===== src/rtl/led_cook_animator.sv =====
// LED bar animator: rotating bar while cooking, frozen on pause, 8-step blink on done.
// Optional macro LED_BOUNCE_EN makes the bar bounce end to end instead of rotating.
module led_cook_animator #(
  parameter int CNT_W = 22
) (
  input  logic        clk,
  input  logic        rst_n,
  input  logic [4:0]  compare_num,
  input  logic        run,
  input  logic        done_pulse,
  output logic [15:0] led,
  output logic        flashing
);

  typedef enum logic [1:0] {
    IDLE,
    RUN,
    HOLD,
    DONE
  } state_t;

  state_t             state, state_n;
  logic [CNT_W-1:0]   cnt, cnt_n, mask;
  logic [4:0]         n;
  logic               tick, cnt_clr;
  logic [15:0]        pat, pat_n, led_n, adv_pat;
  logic [2:0]         blink, blink_n;
  logic               flash_n;

  // Out-of-range or unknown indices fall back to normal power.
  always_comb begin
    n = 5'd20;
    unique case (1'b1)
      (compare_num == 5'd19): n = 5'd19;
      (compare_num == 5'd21): n = 5'd21;
      default:                n = 5'd20;
    endcase
  end

  always_comb begin
    mask = ~({CNT_W{1'b1}} << (n + 5'd1));
    tick = &(cnt | ~mask);
  end

`ifdef LED_BOUNCE_EN
  logic dir, dir_n, adv_dir;

  // dir: 0 = moving left, 1 = moving right
  always_comb begin
    if (!dir) begin
      adv_pat = {pat[14:0], 1'b0};
      adv_dir = (adv_pat == 16'hF000);
    end else begin
      adv_pat = {1'b0, pat[15:1]};
      adv_dir = (adv_pat != 16'h000F);
    end
  end

  always_comb begin
    dir_n = dir;
    if (state == IDLE && run)
      dir_n = 1'b0;
    else if (state == RUN && !done_pulse && tick)
      dir_n = adv_dir;
  end

  always_ff @(posedge clk or negedge rst_n) begin
    if (!rst_n) dir <= 1'b0;
    else        dir <= dir_n;
  end
`else
  always_comb adv_pat = {pat[14:0], pat[15]};
`endif

  always_comb begin
    state_n = state;
    pat_n   = pat;
    led_n   = led;
    blink_n = blink;
    cnt_clr = 1'b0;
    case (state)
      IDLE: begin
        led_n = 16'h0000;
        if (run) begin
          state_n = RUN;
          pat_n   = 16'h000F;
          led_n   = 16'h000F;
          cnt_clr = 1'b1;
        end
      end
      RUN: begin
        if (done_pulse) begin
          state_n = DONE;
          led_n   = 16'hFFFF;
          blink_n = 3'd0;
          cnt_clr = 1'b1;
        end else begin
          if (tick) pat_n = adv_pat;
          led_n = pat_n;
          if (!run) state_n = HOLD;
        end
      end
      HOLD: begin
        led_n = pat;
        if (done_pulse) begin
          state_n = DONE;
          led_n   = 16'hFFFF;
          blink_n = 3'd0;
          cnt_clr = 1'b1;
        end else if (run) begin
          state_n = RUN;
        end
      end
      DONE: begin
        if (tick) begin
          blink_n = blink + 3'd1;
          led_n   = ~led;
          if (blink == 3'd7) begin
            state_n = IDLE;
            led_n   = 16'h0000;
          end
        end
      end
      default: begin
        state_n = IDLE;
        led_n   = 16'h0000;
      end
    endcase
    flash_n = (state_n == DONE);
    cnt_n   = cnt_clr ? '0 : cnt + 1'b1;
  end

  always_ff @(posedge clk or negedge rst_n) begin
    if (!rst_n) begin
      state    <= IDLE;
      cnt      <= '0;
      pat      <= 16'h000F;
      led      <= 16'h0000;
      blink    <= 3'd0;
      flashing <= 1'b0;
    end else begin
      state    <= state_n;
      cnt      <= cnt_n;
      pat      <= pat_n;
      led      <= led_n;
      blink    <= blink_n;
      flashing <= flash_n;
    end
  end

endmodule


===== config.mk =====
export PLATFORM = sky130hd
export DESIGN_NAME = led_cook_animator
export DESIGN_NICKNAME = d
export VERILOG_FILES = /design/src/rtl/led_cook_animator.sv
export SDC_FILE = /design/constraint.sdc
export NUM_CORES = 1
export LEC_CHECK = 0
export ABC_AREA = 1
export ABC_CLOCK_PERIOD_IN_PS = 2700
export CAP_MARGIN = 10
export CORE_AREA = 2 2 88 90
export CTS_CLUSTER_SIZE = 30
export DETAILED_ROUTE_END_ITERATION = 10
export DIE_AREA = 0 0 90 92
export PLACE_DENSITY = 0.71
export SYNTH_ARGS = -nofsm -noshare
export SYNTH_HDL_FRONTEND = slang
export SYNTH_SLANG_ARGS = --single-unit
export TNS_END_PERCENT = 20

===== constraint.sdc =====
create_clock -name clk -period 2.7 [get_ports clk]
set_input_delay 0.54 -clock clk [delete_from_list [all_inputs] [get_ports clk]]
set_output_delay 0.54 -clock clk [all_outputs]
set_load 0.05 [all_outputs]

# Word-level counts from Yosys, hierarchy flattened
# Index checks and enable logic that the tools add are counted.
[totals]
register_bits = 60
in_bits = 9
output_inout_bits = 17
elab_cells = 57
[op_classes]
n_addsub = 3
n_eq_ne = 11
shift = 1
mux = 25
bitwise_logic = 4
n_reduce_logical = 7
[ops]
columns = ["operator", "n"]
rows = [
  ["16-bit 2-to-1 mux", 7],
  ["16-bit case mux with 4 select lines", 1],
  ["22-bit inverter", 2],
  ["16-bit case mux with 2 select lines", 1],
  ["22-bit by 1-bit adder with 22-bit output (second input constant)", 1],
  ["22-bit 2-to-1 mux", 1],
  ["22-bit bitwise OR", 1],
  ["22-bit AND reduction", 1],
  ["22-bit by 5-bit left shift with 22-bit output (first input constant)", 1],
  ["16-bit inverter", 1],
  ["2-bit 2-to-1 mux", 6],
  ["3-bit case mux with 2 select lines", 2],
  ["5-bit == test (second input constant)", 2],
  ["2-bit case mux with 4 select lines", 1],
  ["2-bit == test (second input constant)", 3],
  ["3-bit 2-to-1 mux", 2],
  ["2-bit inequality test (second input constant)", 3],
  ["3-bit AND reduction", 2],
  ["5-bit by 1-bit adder with 5-bit output (second input constant)", 1],
  ["4-bit 2-to-1 mux", 1],
  ["2-bit nonzero test", 2],
  ["3-bit by 1-bit adder with 3-bit output (second input constant)", 1],
  ["3-bit == test (second input constant)", 1],
  ["2-bit by 1-bit == test with 1-bit output (second input constant)", 1],
  ["other kinds (5)", 6],
]

# Depth between registers and ports, before layout
# Gate-level depths: netlist of the first run.
[logic_depth]
depth_word = 11
mapped_depth = 13
ltp_nobuf = 12

# Worst setup path after synthesis of the first run
# Ideal clock, no wire load.
[synth_timing]
path_kind = "reg2reg"
from = "register state[1]"
to = "register pat[14]"
setup_time_ps = 128
arrival_ps = 1737
required_ps = 2572
slack_ps = 835
stages_incl_launch_ff = 11
path_buffers = 2
synth_period_minus_slack_ps = 1865
cell_sequence = "dfrtp_1 > inv_1 > ha_1 > buf_2 > inv_1 > or2_1 > a21oi_2 > inv_1 > clkbuf_1 > nand2_1 > o21ai_0"
[synth_between]
elab_chain_len = 3
elab_cells_between_ends = 7
cone_classes = "eq/ne: 3; mux: 1; reduce/logical: 3"
[synth_rtl]
columns = ["element", "line", "source"]
rows = [
  ["start, declared", "22", "state_t state, state_n;"],
  ["start signal, assigned", "142", "state <= state_n;"],
  ["2-bit by 1-bit == test with 1-bit output / 2-bit zero test (equally long branches)", "81", "case (state)"],
  ["2-bit inequality test (no source line) / 2-bit nonzero test (equally long branches)", "-", ""],
  ["3-bit AND reduction (no source line)", "-", ""],
  ["end signal, assigned", "144", "pat <= pat_n;"],
  ["end, declared", "26", "logic [15:0] pat, pat_n, led_n, adv_pat;"],
]
# Parallel ways exist; a longest one is shown, timed or not.
# A chain may end at the register's enable or synchronous reset.

# Worst setup path in the final report of the first run
[layout_timing]
from = "register state[1]"
to = "register pat[7]"
# The elaborated chain is that of the path after synthesis.

==> results of run 1 <==
flip-flops by register name, summed over array words and instances (netlist names):
register	flops
blink	3
cnt	22
state	2
flashing	1
led	16
pat	16
per-layer routing:
layer	global-route usage, %	vias up	part of all wire, %
met4	11.92	0	2.1
met3	3.862	15	4.6
met1	29.08	1500	47
met5	0	-	0
met2	34.90	87	46
li1	-	1649	-
through the flow:
step	utilization [%]	hold slack [ns]	cells	power, uW	instance area, sq um
floorplan	-	0.2444	505	2749	3583
global placement	52.91	0.4466	624	3274	3940
detailed placement	52.91	0.4543	624	3322	3940
CTS	56.12	0.1750	640	4319	4179
global route	56.12	0.1927	640	4630	4179
finish	56.12	0.1580	640	4303	4179
cells in the final DEF (no fill, tap or decap), types with 4 or more instances in the layout:
cell type / n
nand2_1: 179
inv_1: 62
dfrtp_1: 56
nor2_1: 48
o21ai_0: 39
clkdlybuf4s50_1: 24
o21bai_1: 16
nand3_1: 13
nor3_1: 10
a21oi_1: 10
o22ai_1: 9
clkbuf_8: 9
buf_4: 9
ha_1: 8
o21ai_1: 7
nor4_1: 4
dfstp_2: 4
worst reg2reg max path, cell delays in order, from the launching register on:
cell	delay, ns
dfrtp_1	0.44
inv_1	0.15
ha_1	0.19
buf_4	0.24
nand2_1	0.08
inv_1	0.13
a21oi_2	0.09
inv_1	0.55
o21ai_0	0.21
power by group:
group          total, uW  switching [uW]  internal, uW
registers           1220             145          1070
logic               2090            1450           642
clock network        991             381           609
path summary, 6_finish.rpt:
path	from	to	slack [ns]	cells past startpoint
max in group asynchronous	rst_n	led[0]	1.78	2
max reg2reg	state[1]	pat[7]	0.48	8
min	rst_n	state[1]	0.16	1
min in group clk	cnt[0]	cnt[0]	0.46	1
min reg2reg	cnt[0]	cnt[0]	0.46	1
max	state[1]	pat[7]	0.48	8
cell type report:
| type | count | area [sq um] |
|---|---|---|
| fill | 697 | 3268 |
| multi-input combinational | 365 | 1757 |
| sequential | 60 | 1506 |
| timing repair buffer | 34 | 312.8 |
| inverter | 63 | 236.5 |
| tap | 102 | 127.6 |
| clock buffer | 9 | 123.9 |
| clock inverter | 7 | 115.1 |
kinds of logic after synthesis:
kind of cell / synth area share (%)
AOI/OAI and AO/OA: 14.00
and+or+nand+nor: 31.49
DFF: 42.04
buffers and inverters: 8.938
adders and majority gates: 2.793
xor gates and xnor gates: 0.7334
==> impl_metrics.py, run 1 <==
metrics = {
    "run_status": {
        "outcome": "finished, final reports clean",
    },
    "cells_and_area": {
        "antenna_cells": 0,
        "syn2layout_area_growth_pct": 16.62,
        "final_layout_size_suffix_gt1_share_pct": 7.807,
        "nets": 550,
    },
    "hold_path": {
        "hold_path_class": "in -> async",
    },
    "synth": {
        "yosys.area.top_type": "dfrtp_1",
        "ys_async_sr_fraction_pct": 100.0,
        "synth_cell_types": 34,
        "ys_ff_latch": 60,
        "synth.most_common_cell": "nand2_1",
        "netlist_instances": 505,
        "ys.flop_type": "dfrtp_1",
        "synth_area_sq_um": 3583,
        "synthTopCellsByCount": "179 x nand2_1, 62 x inv_1, 56 x dfrtp_1, 48 x nor2_1, 39 x o21ai_0",
        "yosysWarnings": 0,
        "synth.top_cell.area_share_pct": 39.11,
        "yosysSeqAreaShare_pct": 42.04,
        "syn_area_per_cell_sq_um": 7.096,
        "synth.area.top_cells": "dfrtp_1 39%, nand2_1 19%, inv_1 6.5%",
        "syn-num-nets": 522,
        "synth_edf_count": 0,
    },
    "timing": {
        "skew_ns": 0.008195,
        "period_share_pct": 82.34,
        "worst_slack_ns": 0.4769,
        "timing.fmax_mhz": 449.8,
        "tightest_slew_ns": 0.7295,
        "setup_violations": 0,
        "drv_slew": 0,
        "rsz0062_at_grt": "no",
        "fin_crit_ns": 2.223,
        "setup_tns_ns": 0,
        "relSlewSlack_pct": 51.31,
        "hold_violations": 0,
    },
    "floorplan": {
        "die_area_sq_um": 8280,
        "start_util_pct": 48.12,
        "rows": 32,
        "pin_count": 26,
        "core-area_sq_um": 7447,
        "die_w_microns": 90,
        "die_h_microns": 92,
    },
    "setup_path": {
        "path_class": "reg -> reg",
        "critPathMaxFanout": 24,
        "crit_chain": "inv_1, ha_1, buf_4, nand2_1, inv_1, a21oi_2, inv_1, o21ai_0",
        "cp.required_ns": 2.89,
        "cp_data_arrival_time_ns": 2.41,
        "cpPeakStageDelay_ns": 0.55,
        "critical_path.top_delay_family": "buffers and inverters",
        "worst-path-buf-inv": 4,
        "crit_path_start_kind": "flip-flop",
        "slowest_stage": "inv_1",
        "path_common_cell": "inv_1",
        "crit_path_end_kind": "flip-flop",
    },
    "run": {
        "drv_cap": 0,
    },
    "detailed_routing": {
        "via_count": 3251,
        "wl_per_cell_microns": 13.29,
        "wl_microns": 8505,
        "firstDrtPassIters": 5,
        "via_per_inst": 5.080,
        "antenna_left": 0,
        "dr.first_iter.drc_count": 170,
        "drc": 0,
    },
    "placed_design": {
        "gp_congestion": 0.9105,
        "portBuffers": 25,
        "post-dp-hpwl_microns": 5761,
        "pre_cts_ws_ns": 0.2888,
    },
    "global_routing": {
        "grt_usage_pct": 22.11,
        "grt_pass1_vias": 3223,
        "grt_start_max_net_pins": 28,
        "antenna_found_initial": 0,
        "grt_pass1_wl_microns": 14860,
        "overflow": 0,
    },
    "clocking": {
        "clk_path_buf_depth": 2,
        "htreeDepth": 3,
        "cts_resized": 0,
        "numCtsBuffers": 9,
        "post_cts_buffers": 0,
        "cts_root_buffer": "clkbuf_8",
        "tritoncts": "done",
        "clk_latency_ns": 0.34,
        "hold_buffers": 0,
        "clk_pin_slew_worst_paths_ns": 0.07,
        "cts.sinks": 60,
    },
    "pwr": {
        "peakVddDrop_mv": 0.7814,
        "p_leak_uw": 0.002041,
        "power.density_nw_per_um2": 1030,
    },
}
Power figures use the tool's default switching activity.
==> run 2, diff against run 1 <==
--- a/config.mk
+++ b/config.mk
@@ -6,13 +6,13 @@
 export NUM_CORES = 1
 export LEC_CHECK = 0
 export ABC_AREA = 1
-export ABC_CLOCK_PERIOD_IN_PS = 2700
+export ABC_CLOCK_PERIOD_IN_PS = 1800
 export CAP_MARGIN = 10
 export CORE_AREA = 2 2 88 90
 export CTS_CLUSTER_SIZE = 30
 export DETAILED_ROUTE_END_ITERATION = 10
 export DIE_AREA = 0 0 90 92
-export PLACE_DENSITY = 0.71
+export PLACE_DENSITY = 0.73
 export SYNTH_ARGS = -nofsm -noshare
 export SYNTH_HDL_FRONTEND = slang
 export SYNTH_SLANG_ARGS = --single-unit
==> constraint.sdc (replaced) <==
create_clock -name clk -period 1.8 [get_ports clk]
set_input_delay 0.36 -clock clk [delete_from_list [all_inputs] [get_ports clk]]
set_output_delay 0.36 -clock clk [all_outputs]
set_load 0.05 [all_outputs]
==> run 2 against run 1 <==
Against the previous run:
- power is 51% higher
- combinational power grew 63%
- hold slack worse by 0.14 ns
- final area increased by 5.0%
- register-to-register slack worse by 0.42 ns
- clock skew decreased by 0.0016 ns
- cell count up 3.3%
- critical path depth rose by 5
- first-iteration DRC count decreased by 16%
- utilization rose by 2.8 points
- largest power group unchanged
==> impl_metrics.py, run 2 (synthesis results as in run 1) <==
metrics = {
    "global_routing": {
        "grt_pass1_vias": 3247,
        "antenna_found_initial": 0,
        "grt_start_max_net_pins": 61,
        "grt_usage_pct": 21.70,
        "grt_pass1_wl_microns": 14620,
        "overflow": 0,
    },
    "pwr": {
        "pwr-share-clk_pct": 19.2,
        "power.sequential.fraction_pct": 28.3,
        "power.switching_uw": 3010,
        "power.internal_uw": 3484,
        "combinationalPowerShare_pct": 52.5,
        "peakVddDrop_mv": 1.127,
        "p_leak_uw": 0.002199,
        "switching_share_pct": 46.35,
        "power.density_nw_per_um2": 1480,
    },
    "clocking": {
        "htreeDepth": 3,
        "cts.sinks": 60,
        "clk_path_buf_depth": 2,
        "clk_pin_slew_worst_paths_ns": 0.07,
        "cts_root_buffer": "clkbuf_8",
        "numCtsBuffers": 9,
        "tritoncts": "done",
        "clk_latency_ns": 0.35,
    },
    "cells_and_area": {
        "reg.largest.list": "cnt: 22 flops, led: 16 flops, pat: 16 flops",
        "final_common_cell": "nand2_1",
        "syn2layout_area_growth_pct": 22.49,
        "antenna_cells": 0,
        "nets": 571,
        "mostFrequentLayoutCells": "174 x nand2_1, 59 x inv_1, 55 x dfrtp_1",
        "top_register": "cnt",
        "num-fill-cells": 672,
        "final-seq-area_sq_um": 1508,
        "largest_reg_flops": 22,
        "multi_input_area_sq_um": 1829,
        "final_cell_area_sq_um": 4389,
        "final_layout_size_suffix_gt1_share_pct": 17.17,
    },
    "setup_path": {
        "crit_path_start_kind": "flip-flop",
        "crit_path_end_kind": "flip-flop",
        "cp_data_arrival_time_ns": 2.03,
        "critPathMaxFanout": 16,
        "path_class": "reg -> reg",
        "cp.required_ns": 2.09,
    },
    "timing": {
        "period_share_pct": 96.72,
        "relSlewSlack_pct": 75.20,
        "setup_violations": 0,
        "drv_slew": 0,
        "tightest_slew_ns": 0.3721,
        "setup_tns_ns": 0,
        "fin_crit_ns": 1.741,
        "skew_ns": 0.006625,
        "timing.fmax_mhz": 574.4,
        "hold_violations": 0,
        "rsz0062_at_grt": "yes",
    },
    "detailed_routing": {
        "firstDrtPassIters": 4,
        "dr.first_iter.drc_count": 143,
        "wl_per_cell_microns": 12.80,
        "via_count": 3321,
        "via_per_inst": 5.024,
        "drc": 0,
        "wl_microns": 8458,
        "antenna_left": 0,
    },
    "floorplan": {
        "core-area_sq_um": 7447,
        "rows": 32,
        "die_area_sq_um": 8280,
        "pin_count": 26,
        "die_h_microns": 92,
        "die_w_microns": 90,
        "start_util_pct": 48.12,
    },
    "run_status": {
        "outcome": "finished, final reports clean",
    },
    "run": {
        "drv_cap": 0,
    },
    "placed_design": {
        "post-dp-hpwl_microns": 5970,
        "gp_congestion": 0.8532,
        "portBuffers": 25,
        "dpl_cell_area_sq_um": 4070,
    },
    "hold_path": {
        "hold_path_class": "in -> async",
    },
}
[run 2: cell count changes in the layout (fill, tap and decap cells not counted), moves of 4 or more]
cell             delta
nand2_2             +4
buf_12              +4
clkdlybuf4s50_1    -18
buf_4              +33
nand2_1             -5
[run 2: layout make-up]
type | instances | area share (%)
inverters | 63 | 5.445
clock buffers | 11 | 3.449
multi-input cells | 365 | 41.68
well taps | 102 | 2.908
flip-flops and latches | 60 | 34.35
repair buffers | 55 | 11.03
clock inverters | 5 | 1.140
[run 2: critical path, cell delays in order, from the launching register on]
cell and delay (ns):
dfrtp_1 0.38, nand2_1 0.06, nor2_1 0.15, nand2_1 0.13, inv_1 0.12, nand3_4 0.12
nor2_4 0.16, buf_12 0.15, nand2_1 0.05, nand2_1 0.10, nand2_1 0.07, nand2_1 0.07
nand2_1 0.06, nand2_1 0.06
[run 2: through the flow]
stage               hold slack (ns)  setup WS (ns)  utilization, %  instances  power (uW)
floorplan                   0.06441        0.02188               -        505        4147
global placement             0.3936        -0.2188           54.65        642        5093
detailed placement           0.3941        -0.2392           54.65        642        5167
CTS                         0.02424      0.0004392           57.41        658        6432
global route                0.05153       -0.07590           58.94        661        7009
finish                      0.01635        0.05908           58.94        661        6494
[run 2: power groups by stage]
stage	combinational, uW	clock (uW)	sequential, uW
2_1_floorplan	1770	0	2380
3_5_place_dp	3330	0	1840
4_1_cts	3340	1270	1820
6_report	3410	1250	1840
5_1_grt	3800	1330	1870
3_3_place_gp	3260	0	1840
[run 2: what timing repair did]
| action | 4_1_cts | 5_1_grt |
|---|---|---|
| resized for setup | 1 | 29 |
| hold buffers | 0 | 0 |
| pin swaps | 0 | 10 |
| endpoints found under the setup margin | 3 | 41 |
| cloned | 0 | 0 |
| buffers inserted | 0 | 3 |
[run 2: worst paths after layout]
check | from | endpoint | slack [ns] | cells after the start
min in group clk | blink[0] | blink[0] | 0.50 | 1
min | rst_n | blink[1] | 0.02 | 2
max | cnt[18] | led[0] | 0.06 | 13
min reg2reg | blink[0] | blink[0] | 0.50 | 1
max reg2reg | cnt[18] | led[0] | 0.06 | 13
max in group asynchronous | rst_n | pat[0] | 1.48 | 2
[run 2: layer usage]
layer | vias up | part of all wire, % | global-route usage, %
met5 | - | 0 | 0
met1 | 1551 | 44 | 26.01
met3 | 10 | 5.0 | 3.698
li1 | 1691 | - | -
met2 | 69 | 50 | 38.47
met4 | 0 | 1.5 | 9.359
==> run 3, diff against run 2 <==
--- a/config.mk
+++ b/config.mk
@@ -8,10 +8,10 @@
 export ABC_AREA = 1
 export ABC_CLOCK_PERIOD_IN_PS = 1800
 export CAP_MARGIN = 10
-export CORE_AREA = 2 2 88 90
+export CORE_AREA = 4 4 90 92
 export CTS_CLUSTER_SIZE = 30
 export DETAILED_ROUTE_END_ITERATION = 10
-export DIE_AREA = 0 0 90 92
+export DIE_AREA = 0 0 94 96
 export PLACE_DENSITY = 0.73
 export SYNTH_ARGS = -nofsm -noshare
 export SYNTH_HDL_FRONTEND = slang
==> run 3 against run 2 <==
Against the previous run:
- cell count is the same
- clock-buffer cell count grew 1
- sequential power is essentially flat
- utilization grew 1.9 points
- first-iteration DRC count grew 65%
- clock power is essentially flat
- hold slack gained 0.0015 ns
- sequential share of layout area is essentially flat
- via count grew 0.78%
- die area grew 9.0%
- highest routed layer unchanged
- fmax shrank 1.9%
- largest cell class unchanged
==> impl_metrics.py, run 3 (synthesis results as in run 1) <==
metrics = {
    "detailed_routing": {
        "via_count": 3347,
        "via_per_inst": 5.064,
        "wl_per_cell_microns": 13.23,
        "drc": 0,
        "dr.first_iter.drc_count": 236,
        "wl_microns": 8746,
        "firstDrtPassIters": 4,
        "antenna_left": 0,
    },
    "floorplan": {
        "die_area_sq_um": 9024,
        "die_w_microns": 94,
        "pin_count": 26,
        "start_util_pct": 49.67,
        "core-area_sq_um": 7214,
        "rows": 31,
        "die_h_microns": 96,
    },
    "timing": {
        "fin_crit_ns": 1.775,
        "relSlewSlack_pct": 65.36,
        "tightest_slew_ns": 0.5196,
        "timing.fmax_mhz": 563.3,
        "hold_violations": 0,
        "rsz0062_at_grt": "yes",
        "setup_violations": 0,
        "skew_ns": 0.009684,
        "drv_slew": 0,
        "period_share_pct": 98.63,
    },
    "clocking": {
        "numCtsBuffers": 9,
        "cts.sinks": 60,
        "htreeDepth": 3,
        "tritoncts": "done",
        "clk_path_buf_depth": 2,
        "clk_pin_slew_worst_paths_ns": 0.07,
        "clk_latency_ns": 0.35,
        "cts_root_buffer": "clkbuf_8",
        "hold_buffers": 0,
    },
    "cells_and_area": {
        "nets": 574,
        "antenna_cells": 0,
        "final_common_cell": "nand2_1",
        "reg.largest.list": "cnt: 22 flops, led: 16 flops, pat: 16 flops",
        "finalNonFillerCells": 661,
        "utilization_pct": 60.86,
        "num-fill-cells": 691,
        "top_register": "cnt",
        "mostFrequentLayoutCells": "170 x nand2_1, 59 x inv_1, 56 x dfrtp_1",
        "final_layout_size_suffix_gt1_share_pct": 18.15,
        "multi_input_area_sq_um": 1838,
        "syn2layout_area_growth_pct": 22.52,
        "final-seq-area_sq_um": 1506,
        "largest_reg_flops": 22,
    },
    "setup_path": {
        "crit_path_end_kind": "flip-flop",
        "reg2reg_depth": 12,
        "path_class": "reg -> reg",
        "ff2ff_setup_slack_ns": 0.02,
        "worstReg2RegStart": "cnt[0]",
        "critPathMaxFanout": 16,
        "worstReg2RegEnd": "led[14]",
        "crit_path_start_kind": "flip-flop",
        "cp.required_ns": 2.09,
        "cp_data_arrival_time_ns": 2.06,
    },
    "run_status": {
        "outcome": "finished, final reports clean",
    },
    "global_routing": {
        "grt_pass1_vias": 3148,
        "grt_usage_pct": 20.47,
        "antenna_found_initial": 0,
        "grt_start_max_net_pins": 61,
        "overflow": 0,
        "grt_pass1_wl_microns": 14450,
    },
    "placed_design": {
        "post-dp-hpwl_microns": 5916,
        "gp_congestion": 0.9290,
        "placed_cells": 637,
        "portBuffers": 25,
    },
    "run": {
        "drv_cap": 0,
    },
    "pwr": {
        "peakVddDrop_mv": 1.107,
        "p_leak_uw": 0.002182,
        "power.density_nw_per_um2": 1496,
    },
    "hold_path": {
        "hold_path_class": "in -> async",
    },
}
==> run 3: cell types whose count changed in the layout (fill, tap and decap cells not counted), moves of 2 or more <==
cell      change
nor3_2        -2
ha_2          +2
nor3_1        +2
clkinv_2      -2
buf_4         +3
nor2_2        +2
nand2_2       +5
nand2_1       -4
buf_12        -2
==> run 3: final cells by class <==
cell class	count	share of cell area (%)
Clock buffer	12	3.534
Timing Repair Buffer	57	10.83
Sequential cell	60	34.31
Inverter	63	5.557
Tap cell	99	2.821
Multi-Input combinational cell	366	41.86
Clock inverter	4	1.083
==> run 3: critical path: stages, from the launching register on <==
cell and delay (ns):
dfrtp_1 0.37, ha_2 0.20, nand2_2 0.09, nor2_4 0.16, nand4_4 0.18, nor2_4 0.16, buf_12 0.16, nand2_1 0.06
nand2_1 0.07, nand2_1 0.08, nand2_1 0.08, nand2_1 0.05, nand2_1 0.06
==> run 3: layer usage <==
metal	GRT usage (%)	vias to the layer above	share of wire, %
met5	0	-	0
met4	7.822	0	1.9
met3	5.082	16	6.1
met2	33.59	94	48
met1	26.17	1538	44
li1	-	1699	-
==> run 3: timing repair <==
| item | CTS | global route |
|---|---|---|
| endpoints found under the setup margin | 5 | 41 |
| pin swaps | 0 | 12 |
| cloned | 0 | 1 |
| setup buffers | 0 | 7 |
| gates resized for setup | 1 | 30 |
==> run 3: worst max path at each step <==
stage / slack (ns) / start / depth (start not counted) / endpoint
floorplan: 0.02 / state[1] / 10 / pat[15]
global placement: -0.23 / compare_num[4] / 11 / led[1]
detailed placement: -0.25 / compare_num[1] / 11 / led[1]
CTS: 0.01 / cnt[0] / 9 / led[1]
global route: -0.10 / cnt[0] / 11 / led[13]
finish: 0.02 / cnt[0] / 12 / led[14]
==> run 3: report_power, final <==
| group | switching, uW | internal, uW | total, uW |
|---|---|---|---|
| registers | 206 | 1610 | 1820 |
| logic | 2330 | 1160 | 3490 |
| clock network | 544 | 710 | 1250 |
==> run 3: stage by stage <==
stage	area [sq um]	TNS (ns)	hold WS [ns]	setup slack [ns]	power, uW
3_5_place_dp	4039	-7.085	0.3959	-0.2532	5118
2_1_floorplan	3590	0	0.06441	0.02188	4147
4_1_cts	4244	0	0.02060	0.01274	6405
6_report	4390	0	0.01787	0.02470	6566
5_1_grt	4390	-1.817	0.03865	-0.1026	7060
3_3_place_gp	4039	-5.987	0.3926	-0.2337	5071
